## config.mk

```make
export PLATFORM = sky130hd
export DESIGN_NAME = mem_access_unit
export DESIGN_NICKNAME = d
export VERILOG_FILES = /design/src/rtl/mem_access_unit.sv
export SDC_FILE = /design/constraint.sdc
export NUM_CORES = 1
export LEC_CHECK = 0
export BUFFER_PORTS_ARGS = -buffer_cell sky130_fd_sc_hd__buf_2
export CAP_MARGIN = 20
export CELL_PAD_IN_SITES_DETAIL_PLACEMENT = 0
export CELL_PAD_IN_SITES_GLOBAL_PLACEMENT = 1
export CORE_MARGIN = 2
export CORE_UTILIZATION = 38
export CTS_CLUSTER_DIAMETER = 60
export DETAILED_ROUTE_END_ITERATION = 10
export PLACE_DENSITY = 0.82
export SYNTH_ARGS = -nofsm -noshare
export SYNTH_HDL_FRONTEND = slang
export SYNTH_SLANG_ARGS = --single-unit
export TNS_END_PERCENT = 30
```

## constraint.sdc

```tcl
create_clock -name clk -period 3.6 [get_ports clk]
set_clock_uncertainty 0.15 [all_clocks]
set_input_delay 0 -clock clk [delete_from_list [all_inputs] [get_ports clk]]
set_output_delay 0 -clock clk [all_outputs]
set_load 0.02 [all_outputs]
```

## src/rtl/mem_access_unit.sv

```systemverilog
// Memory-access stage: turns controller strobes into a req/ack access on a variable-latency memory,
// owns the instruction and data registers, and stalls the controller. Optional macro: MEM_TIMEOUT_EN.
module mem_access_unit #(
  parameter int ADDR_W  = 32,
  parameter int DATA_W  = 32,
  parameter int TIMEOUT = 16
) (
  input  logic              clk,
  input  logic              reset,
  input  logic [ADDR_W-1:0] Adr,
  input  logic [DATA_W-1:0] WriteData,
  input  logic              IRWrite,
  input  logic              MemRead,
  input  logic              MemWrite,
  output logic [DATA_W-1:0] Instr,
  output logic [DATA_W-1:0] ReadData,
  output logic              Stall,
  output logic              mem_req,
  output logic              mem_we,
  output logic [ADDR_W-1:0] mem_addr,
  output logic [DATA_W-1:0] mem_wdata,
  input  logic [DATA_W-1:0] mem_rdata,
  input  logic              mem_ack,
  output logic              err
);

  typedef enum logic [1:0] {IDLE, ACCESS, DONE} state_t;
  typedef enum logic [1:0] {OP_FETCH, OP_LOAD, OP_STORE} op_t;

  state_t              state_q, state_d;
  op_t                 op_q, op_d;
  logic [ADDR_W-1:0]   addr_q, addr_d;
  logic [DATA_W-1:0]   wdata_q, wdata_d;
  logic [DATA_W-1:0]   instr_q, instr_d;
  logic [DATA_W-1:0]   rdata_q, rdata_d;
  logic                err_q, err_d;
  logic                stall_c;
  logic                timeout_hit;

`ifdef MEM_TIMEOUT_EN
  localparam int CNT_W = $clog2(TIMEOUT + 1);
  logic [CNT_W-1:0] cnt_q, cnt_d;

  // Counter sits at zero outside ACCESS, so it restarts on every entry.
  assign cnt_d       = (state_q == ACCESS) ? cnt_q + 1'b1 : '0;
  assign timeout_hit = (cnt_q == CNT_W'(TIMEOUT - 1));

  always_ff @(posedge clk or negedge reset) begin
    if (!reset) cnt_q <= '0;
    else        cnt_q <= cnt_d;
  end
`else
  assign timeout_hit = 1'b0;
`endif

  always_comb begin
    // NOTE: every signal gets a default before the case so no path leaves one unassigned (no latches).
    state_d = state_q;
    op_d    = op_q;
    addr_d  = addr_q;
    wdata_d = wdata_q;
    instr_d = instr_q;
    rdata_d = rdata_q;
    err_d   = err_q;
    stall_c = 1'b0;
    mem_req = 1'b0;
    mem_we  = 1'b0;
    unique case (state_q)
      IDLE: begin
        if (MemWrite || MemRead || IRWrite) begin
          stall_c = 1'b1;
          addr_d  = Adr;
          wdata_d = WriteData;
          op_d    = MemWrite ? OP_STORE : (MemRead ? OP_LOAD : OP_FETCH);
          state_d = ACCESS;
        end
      end
      ACCESS: begin
        stall_c = 1'b1;
        mem_req = 1'b1;
        mem_we  = (op_q == OP_STORE);
        if (mem_ack) begin
          if (op_q == OP_FETCH) instr_d = mem_rdata;
          if (op_q == OP_LOAD)  rdata_d = mem_rdata;
          state_d = DONE;
        end else if (timeout_hit) begin
          err_d   = 1'b1;
          state_d = DONE;
        end
      end
      DONE:    state_d = IDLE;
      default: state_d = IDLE;
    endcase
  end

  // NOTE: sequential state uses non-blocking assignments only.
  always_ff @(posedge clk or negedge reset) begin
    if (!reset) begin
      state_q <= IDLE;
      op_q    <= OP_FETCH;
      addr_q  <= '0;
      wdata_q <= '0;
      instr_q <= '0;
      rdata_q <= '0;
      err_q   <= 1'b0;
    end else begin
      state_q <= state_d;
      op_q    <= op_d;
      addr_q  <= addr_d;
      wdata_q <= wdata_d;
      instr_q <= instr_d;
      rdata_q <= rdata_d;
      err_q   <= err_d;
    end
  end

  // Strobes may still be high while reset is asserted; Stall must read 0 then.
  assign Stall     = stall_c & reset;
  assign mem_addr  = addr_q;
  assign mem_wdata = wdata_q;
  assign Instr     = instr_q;
  assign ReadData  = rdata_q;
  assign err       = err_q;

endmodule

```

After elaboration in Yosys (flattened, before gate mapping)

Index checks and enable logic that the tools add are counted.

Output and inout bits: 132
Memories kept: 0
Word-level logic and storage cells: 29
Bits in read-only memories: 0
Input port bits: 102
Bits in latches: 0
Register bits after elaboration: 132
RAM bits: 0

Bitwise operators: 1
$add $sub $neg: 0
Multiplexer cells: 9
Shift operators: 0
Order comparisons: 0
Div/mod/pow operators: 0
Equal/unequal tests: 5
Reduce and logical (&&, ||, !) cells: 8
Multiply operators: 0

Operators by type and width:

| cell                                                            | count |
|---|---|
| 2-bit 2-to-1 mux                                                | 3 |
| 3-bit AND reduction                                             | 2 |
| 2-bit by 1-bit == test with 1-bit output, second input constant | 2 |
| 2-bit zero test                                                 | 2 |
| 1-bit 2-to-1 mux                                                | 4 |
| 2-bit != test, second input constant                            | 2 |
| 2-bit case mux with 2 select lines                              | 1 |
| 2-bit AND reduction                                             | 2 |
| 2-bit == test, second input constant                            | 1 |
| 1-bit logical OR                                                | 2 |
| 1-bit case mux with 2 select lines                              | 1 |
| 1-bit bitwise AND                                               | 1 |

Depth between registers and ports, before layout

Gate-level depths: netlist of run 1.

Depth in word-level cells: 5
Mapped depth: 5
Depth with buffers taken out: 3

Worst setup path after synthesis of run 1

OpenSTA, ideal clock, no wires.

Path type: register -> register
From: register state_q[1]
To: register instr_q[10] (netlist: Instr[10])
Clock period less this slack: 1,701 ps
Library setup time: 125 ps
Arrival time: 1,426 ps
Stages on the path, launching flop included: 5
Data required time: 3,325 ps
Path buffers: 1
Slack: 1,899 ps
Cell sequence: dfrtp_1 and3b_2 nor3b_4 buf_6 mux2_2

Cells in the longest elaborated chain, start to end: 2

Ends and longest elaborated chain:

| item                                     | line | source |
|---|---|---|
| start, declared                          | 30   | `state_t state_q, state_d;` |
| start signal, assigned                   | 107  | `state_q <= state_d;` |
| 2-bit by 1-bit == test with 1-bit output | 68   | `unique case (state_q)` |
| 3-bit AND reduction (no line)            | n/a  |  |
| end signal, assigned                     | 111  | `instr_q <= instr_d;` |
| end, declared                            | 34   | `logic [DATA_W-1:0] instr_q, instr_d;` |

No other way between the ends.
A chain may end at the register's enable or synchronous reset.

Worst setup path after layout of run 1

From: register state_q[0]
To: register addr_q[7] (netlist: mem_addr[7])

Cells in the longest elaborated chain, start to end: 2

Ends and longest elaborated chain:

| item                          | line | source |
|---|---|---|
| 2-bit zero test               | 68   |  |
| 2-bit AND reduction (no line) | n/a  |  |
| end signal, assigned          | 109  | `addr_q <= addr_d;` |
| end, declared                 | 32   | `logic [ADDR_W-1:0] addr_q, addr_d;` |

No other way between the ends.

==> metrics, run 1 <==
post-route ant nets 0; vias in the first global route approximately 4.2k; final setup margin roughly 1400 ps; final-report hold violation count 0; status finished, final reports clean; fmax roughly 450 MHz; Leak approximately 3.8 nW; Final Wtd Congestion around 0.7; share of the synthesized area in the top cell type 0.664; Initial Util 0.391; layout net count approximately 740; Die Area around 14000 µm²; clk buf depth 2; setup TNS 0 ps; layout cell share with drive strength beyond 1 0.609; largest net degree at the start of global routing between 70 and 80; GRT Total Usage 0.186; Synth area leaders dfrtp_1 66%, mux2_2 29%, buf_4 1.4%, buf_6 0.68%, mux2_1 0.45%; power density cells roughly 960 nW/µm²; Hold Crit Class input port to asynchronous set/reset pin; HPWL Detailed around 8000 µm; Tmin final 2240 ps; initial antenna violation count 0; Clock transition at path regs 50 ps; area grow syn2layout 58.9%; Worst slew margin 0.480; Critical Path RT 3730 ps; CTS tree yes; reg2reg path depth 4; Detailed Routing Iterations Pass 1 4; Die Y around 120 µm; post-synthesis sequential area ratio 0.664; syn_nets 395; pre-CTS setup slack roughly 1400 ps; Cell Rows slightly above 40; Slew @ Worst Pin around 800 ps; Peak VDD IR roughly 0.00058 V; TritonCTS buffer count 17; # diodes 0; crit path kind register to register; Yosys Warn Count 0; CP Max Fanout 38; routed wire length about 13000 µm; CTS resizes 0; startpoint types register; CORE AREA ~13000 µm²; largest area contributor in the netlist dfrtp_1; GRT overflow 0; clock root buffer clkbuf_16; I/O pin cnt around 230; Post-Syn Area about 5000 µm²; Clock Sinks between 100 and 150; Die Width approximately 120 µm; first-pass GRT wire length around 20000 µm; Post-CTS Setup Repair Bufs 0; Mapped Cells 293; period utilisation layout 0.623; Max Cap Viol 0; reg2reg start state_q[0]; Avg WL per Cell ~16 µm; post-synth cell types 22; Crit Reg-Reg Endpoint mem_addr[7]; routed vias/inst 4.60; CP endpoint kind register; CP Data Arrival Time roughly 2400 ps; Max Slew Vio Count 0; Final setup viols 0; starting DRC count in detailed routing 126; RSZ-0062 raised after global routing false; CTS HTree Levels 4; Clk Latency, worst-skew pair approximately 400 ps; #FFs+latches synth about 130; post-route DRC violation count 0; reg-to-reg slack, setup 1360 ps; via count 3765; port bufs 232; Avg Cell Area, Syn roughly 17 µm²
==> cell families after synthesis <==
| group | after synthesis | synth area share |
|---|---|---|
| other cells | 1 | 0.000753 |
| buf+inv | 16 | 0.0239 |
| flops | 132 | 0.664 |
| simple gates | 10 | 0.0148 |
| mux | 128 | 0.290 |
| compound gates | 6 | 0.00729 |
==> stage by stage <==
step	total power [mW]	util	std cells	cell area (µm²)	hold WS, ps
finish	7.59	0.622	819	7910	95.2
global placement	5.65	0.495	687	6300	-36.1
detailed placement	5.75	0.495	687	6300	-19.8
floorplan	4.67	-	293	4980	-446
CTS	7.64	0.622	819	7910	94.4
global route	7.98	0.622	819	7910	136
==> worst max path at each step <==
stage	end	cells past startpoint	slack (ps)	startpoint
floorplan	Instr[10]	4	1900	state_q[1]
global placement	mem_wdata[17]	4	1450	state_q[1]
detailed placement	mem_wdata[16]	4	1380	state_q[0]
CTS	mem_wdata[22]	4	1360	state_q[0]
global route	mem_wdata[4]	4	1240	state_q[0]
finish	mem_addr[7]	4	1360	state_q[0]
==> report_power, final <==
part           total, mW  leakage (nW)  switching, mW  internal [mW]
Combinational       3.19          1.94           1.78           1.41
Sequential          2.63          1.57          0.389           2.24
Clock               1.76         0.300          0.596           1.17
Total               7.59          3.81           2.77           4.82
==> area by class of cell <==
cell class | count | area [µm²]
clock buffers | 21 | 450
clock inverters | 11 | 158
fillers | 1012 | 4810
inverters | 2 | 7.51
multi-input cells | 145 | 1560
flip-flops and latches | 132 | 3300
well taps | 172 | 215
repair buffers | 336 | 2220
==> cells in the final DEF, fill, tap and decap left out, drive strengths merged <==
master and count:
or2b 1, nor2 1, and3b 1, conb 1, nor3 1, o21bai 1, clkinv 6, bufinv 4
clkbuf 21, dlygate4sd3 100, nor2b 1, o21ai 3, buf 236, inv 2, dfrtp 132, nor3b 2
o31a 1, nand3 1, clkinvlp 1, mux2 128, a21oi 1, nor4 1, nand2 1
==> worst max-delay path, stage by stage, from the launching register on <==
cell and delay, ps:
dfrtp_1 410, nor2_1 190, o31a_2 660, buf_12 300, mux2_2 360
==> timing repair <==
action | 4_1_cts | 5_1_grt
setup endpoints to repair | 0 | 0
endpoints found under the hold margin | 190 | 0
hold buffers | 100 | 0
==> cells in the mapped netlist (all sizes together) <==
cell and instances:
nor2 1, nor2b 1, nand2 1, o21bai 1
a21oi 1, inv 2, o21ai 3, conb 1
or2b 1, nor3 1, nor3b 2, mux2 128
nor4 1, and3b 1, nand3 1, dfrtp 132
buf 14, o31a 1
==> sequential cells by signal, summed over array words and instances, names as in the netlist <==
register,cells
mem_addr,32
Instr,32
state_q,2
mem_wdata,32
ReadData,32
op_q,2
==> metal layers <==
| layer | GRT usage | wire, µm | up-vias |
|---|---|---|---|
| met3 | 0.0594 | 815 | 21 |
| met5 | 0 | 0 | - |
| met4 | 0.0811 | 231 | 0 |
| li1 | - | - | 1724 |
| met1 | 0.191 | 4700 | 1872 |
| met2 | 0.345 | 7000 | 148 |
No activity file was read; power rests on OpenSTA's default activity.
==> run 2, diff against run 1 <==
Settings changed: ABC_AREA from default to 1, CORE_UTILIZATION 38 to 31, PLACE_DENSITY 0.82 to 0.76.
Clock period 3.6 ns to 2 ns, I/O delays scaled along.
==> metrics, run 2 <==
status finished, final reports clean; share of the synthesized area in the top cell type 0.599; Max Slew Vio Count 0; Placed Cells 1052; Worst slew margin 0.405; RSZ-0062 raised after global routing false; worst-path cell chain nor2_4 -> buf_4 -> nand3_1 -> nand2_1 -> dlygate4sd3_1; Avg WL per Cell about 15 µm; CTS tree yes; Initial Util 0.318; area grow syn2layout 55.6%; Clock transition at path regs approximately 60 ps; Mapped Cells 620; largest net degree at the start of global routing between 80 and 90; CORE AREA about 17000 µm²; period utilisation layout 0.895; post-route DRC violation count 0; startpoint types register; pre-CTS setup slack between 400 and 500 ps; Slew @ Worst Pin just under 900 ps; final setup margin between 200 and 250 ps; post-layout util 0.494; #FFs+latches synth ~130; Peak VDD IR around 0.00074 V; post-synth cell types 17; CTS resizes 0; CP Data Arrival Time ~2000 ps; Final setup viols 0; Slowest cell on crit path dlygate4sd3_1; vias in the first global route 5410; post-route ant nets 0; Post-CTS Setup Repair Bufs 0; Final Wtd Congestion roughly 0.82; Final Instance Count excl. Fillers roughly 1.2k; commonest non-fill, non-tap cell in the layout nand2_1; Clock Sinks approximately 130; Synth async-reset ratio 1.00; clock root buffer clkbuf_16; clock share of power 0.234; TritonCTS buffer count 17; HPWL Detailed about 11000 µm; largest area contributor in the netlist dfrtp_1; layout net count around 1.1k; layout cell share with drive strength beyond 1 0.304; I/O pin cnt around 230; fmax 559 MHz; Commonest cells post-synth 264 x nand2_1, 132 x dfrtp_1, 67 x nand3_1; power density cells 1680 nW/µm²; GRT overflow 0; Detailed Routing Iterations Pass 1 4; first-pass GRT wire length 27900 µm; sw frac 0.426; Int Power 8.27 mW; CTS Hold Bufs between 100 and 150; Tot Pwr around 14 mW; clk buf depth 2; CTS HTree Levels 4; Leak about 4.7 nW; routed vias/inst 4.53; Yosys Warn Count 0; post-synthesis sequential area ratio 0.599; ys flop type dfrtp_1; Combinational Power Share 0.442; CP endpoint kind register; Tmin final roughly 1800 ps; NetSw between 6 and 7 mW; GRT Total Usage 0.190; power share of the sequential group 0.324; Max Cap Viol 0; via count 5379; Avg Cell Area, Syn 8.89 µm²; crit path kind register to register; Die Area roughly 19000 µm²; port bufs between 200 and 250; commonest cells after routing, fill and taps aside 262 x nand2_1, 231 x buf_2, 132 x dfrtp_1, 104 x dlygate4sd3_1, 67 x nand3_1; Cell Rows 48; CP Max Fanout 21; Post-synth EDFFs 0; critical path's largest stage delay about 540 ps; final-report hold violation count 0; most common cell in the netlist nand2_1; # diodes 0; Die Width approximately 140 µm; Synth area leaders dfrtp_1 60%, nand2_1 18%, nand3_1 6.1%, o21bai_1 4.4%, nand4_1 3.6%; initial antenna violation count 0; Critical Path RT around 2200 ps; reg-to-reg slack, setup around 210 ps; syn_nets 722; Hold Crit Class input port to asynchronous set/reset pin; routed wire length approximately 17000 µm; Post-Syn Area about 5500 µm²; Clk Latency, worst-skew pair just over 400 ps; starting DRC count in detailed routing roughly 280; setup TNS 0 ps; Die Y between 100 and 150 µm
run 2: cell count changes after synthesis, moves of 12 or more:
| cell | before | now |
|---|---|---|
| buf_2 | 2 | 25 |
| clkbuf_1 | 0 | 12 |
| inv_1 | 2 | 36 |
| mux2_2 | 126 | 0 |
| nand2_1 | 1 | 264 |
| nand3_1 | 1 | 67 |
| nand4_1 | 0 | 32 |
| o21bai_1 | 1 | 32 |
run 2: worst paths after layout:
| kind | end | depth (start not counted) | start |
|---|---|---|---|
| max | op_q[0] | 5 | state_q[0] |
| min | mem_wdata[5] | 3 | reset |
| max reg2reg | op_q[0] | 5 | state_q[0] |
| min reg2reg | mem_wdata[19] | 2 | mem_wdata[19] |
| max in group asynchronous | mem_wdata[3] | 3 | reset |
| min in group clk | ReadData[19] | 4 | mem_rdata[19] |
run 2: worst max-delay path, delay by kind of cell (launching register included):
family | cells | cell delay, ps
flops | 1 | 430
buf+inv | 2 | 800
simple gates | 3 | 350
run 2: stage by stage:
stage	cell area (µm²)	hold WS (ps)
2_1_floorplan	5510	-446
3_3_place_gp	6900	-292
3_5_place_dp	6900	-290
4_1_cts	8580	68.2
5_1_grt	8580	80.1
6_report	8580	41.9
run 2: routing by layer:
layer	global-route usage	routed length, µm
met5	0	0
met4	0.0899	539
met3	0.0408	947
met2	0.314	8480
met1	0.236	7440
run 2: cell families (layout without fill, tap and decap cells):
logic type / count (synthesis) / after routing / share of synthesized area
AND/OR/NAND/NOR: 371 / 371 / 0.289
other: 1 / 1 / 0.000680
flip-flops: 132 / 132 / 0.599
buffers and inverters: 83 / 426 / 0.0670
AO/OA/AOI/OAI: 33 / 33 / 0.0445
run 2: final cells by class:
type                       instances  area [µm²]
fill                            1653        8780
timing repair buffer             355        2360
clock buffer                      20         457
clock inverter                    12         176
sequential                       132        3300
tap                              225         282
multi-input combinational        405        1850
inverter                          39         146
run 2: power by group through the flow:
| stage | clock [mW] | sequential [mW] | combinational [mW] |
|---|---|---|---|
| after floorplan | 0 | 6.22 | 2.42 |
| after global placement | 0 | 4.66 | 6.18 |
| after detailed placement | 0 | 4.70 | 6.21 |
| after CTS | 3.44 | 4.68 | 6.41 |
| after global routing | 3.55 | 4.84 | 7.04 |
| final | 3.37 | 4.67 | 6.37 |
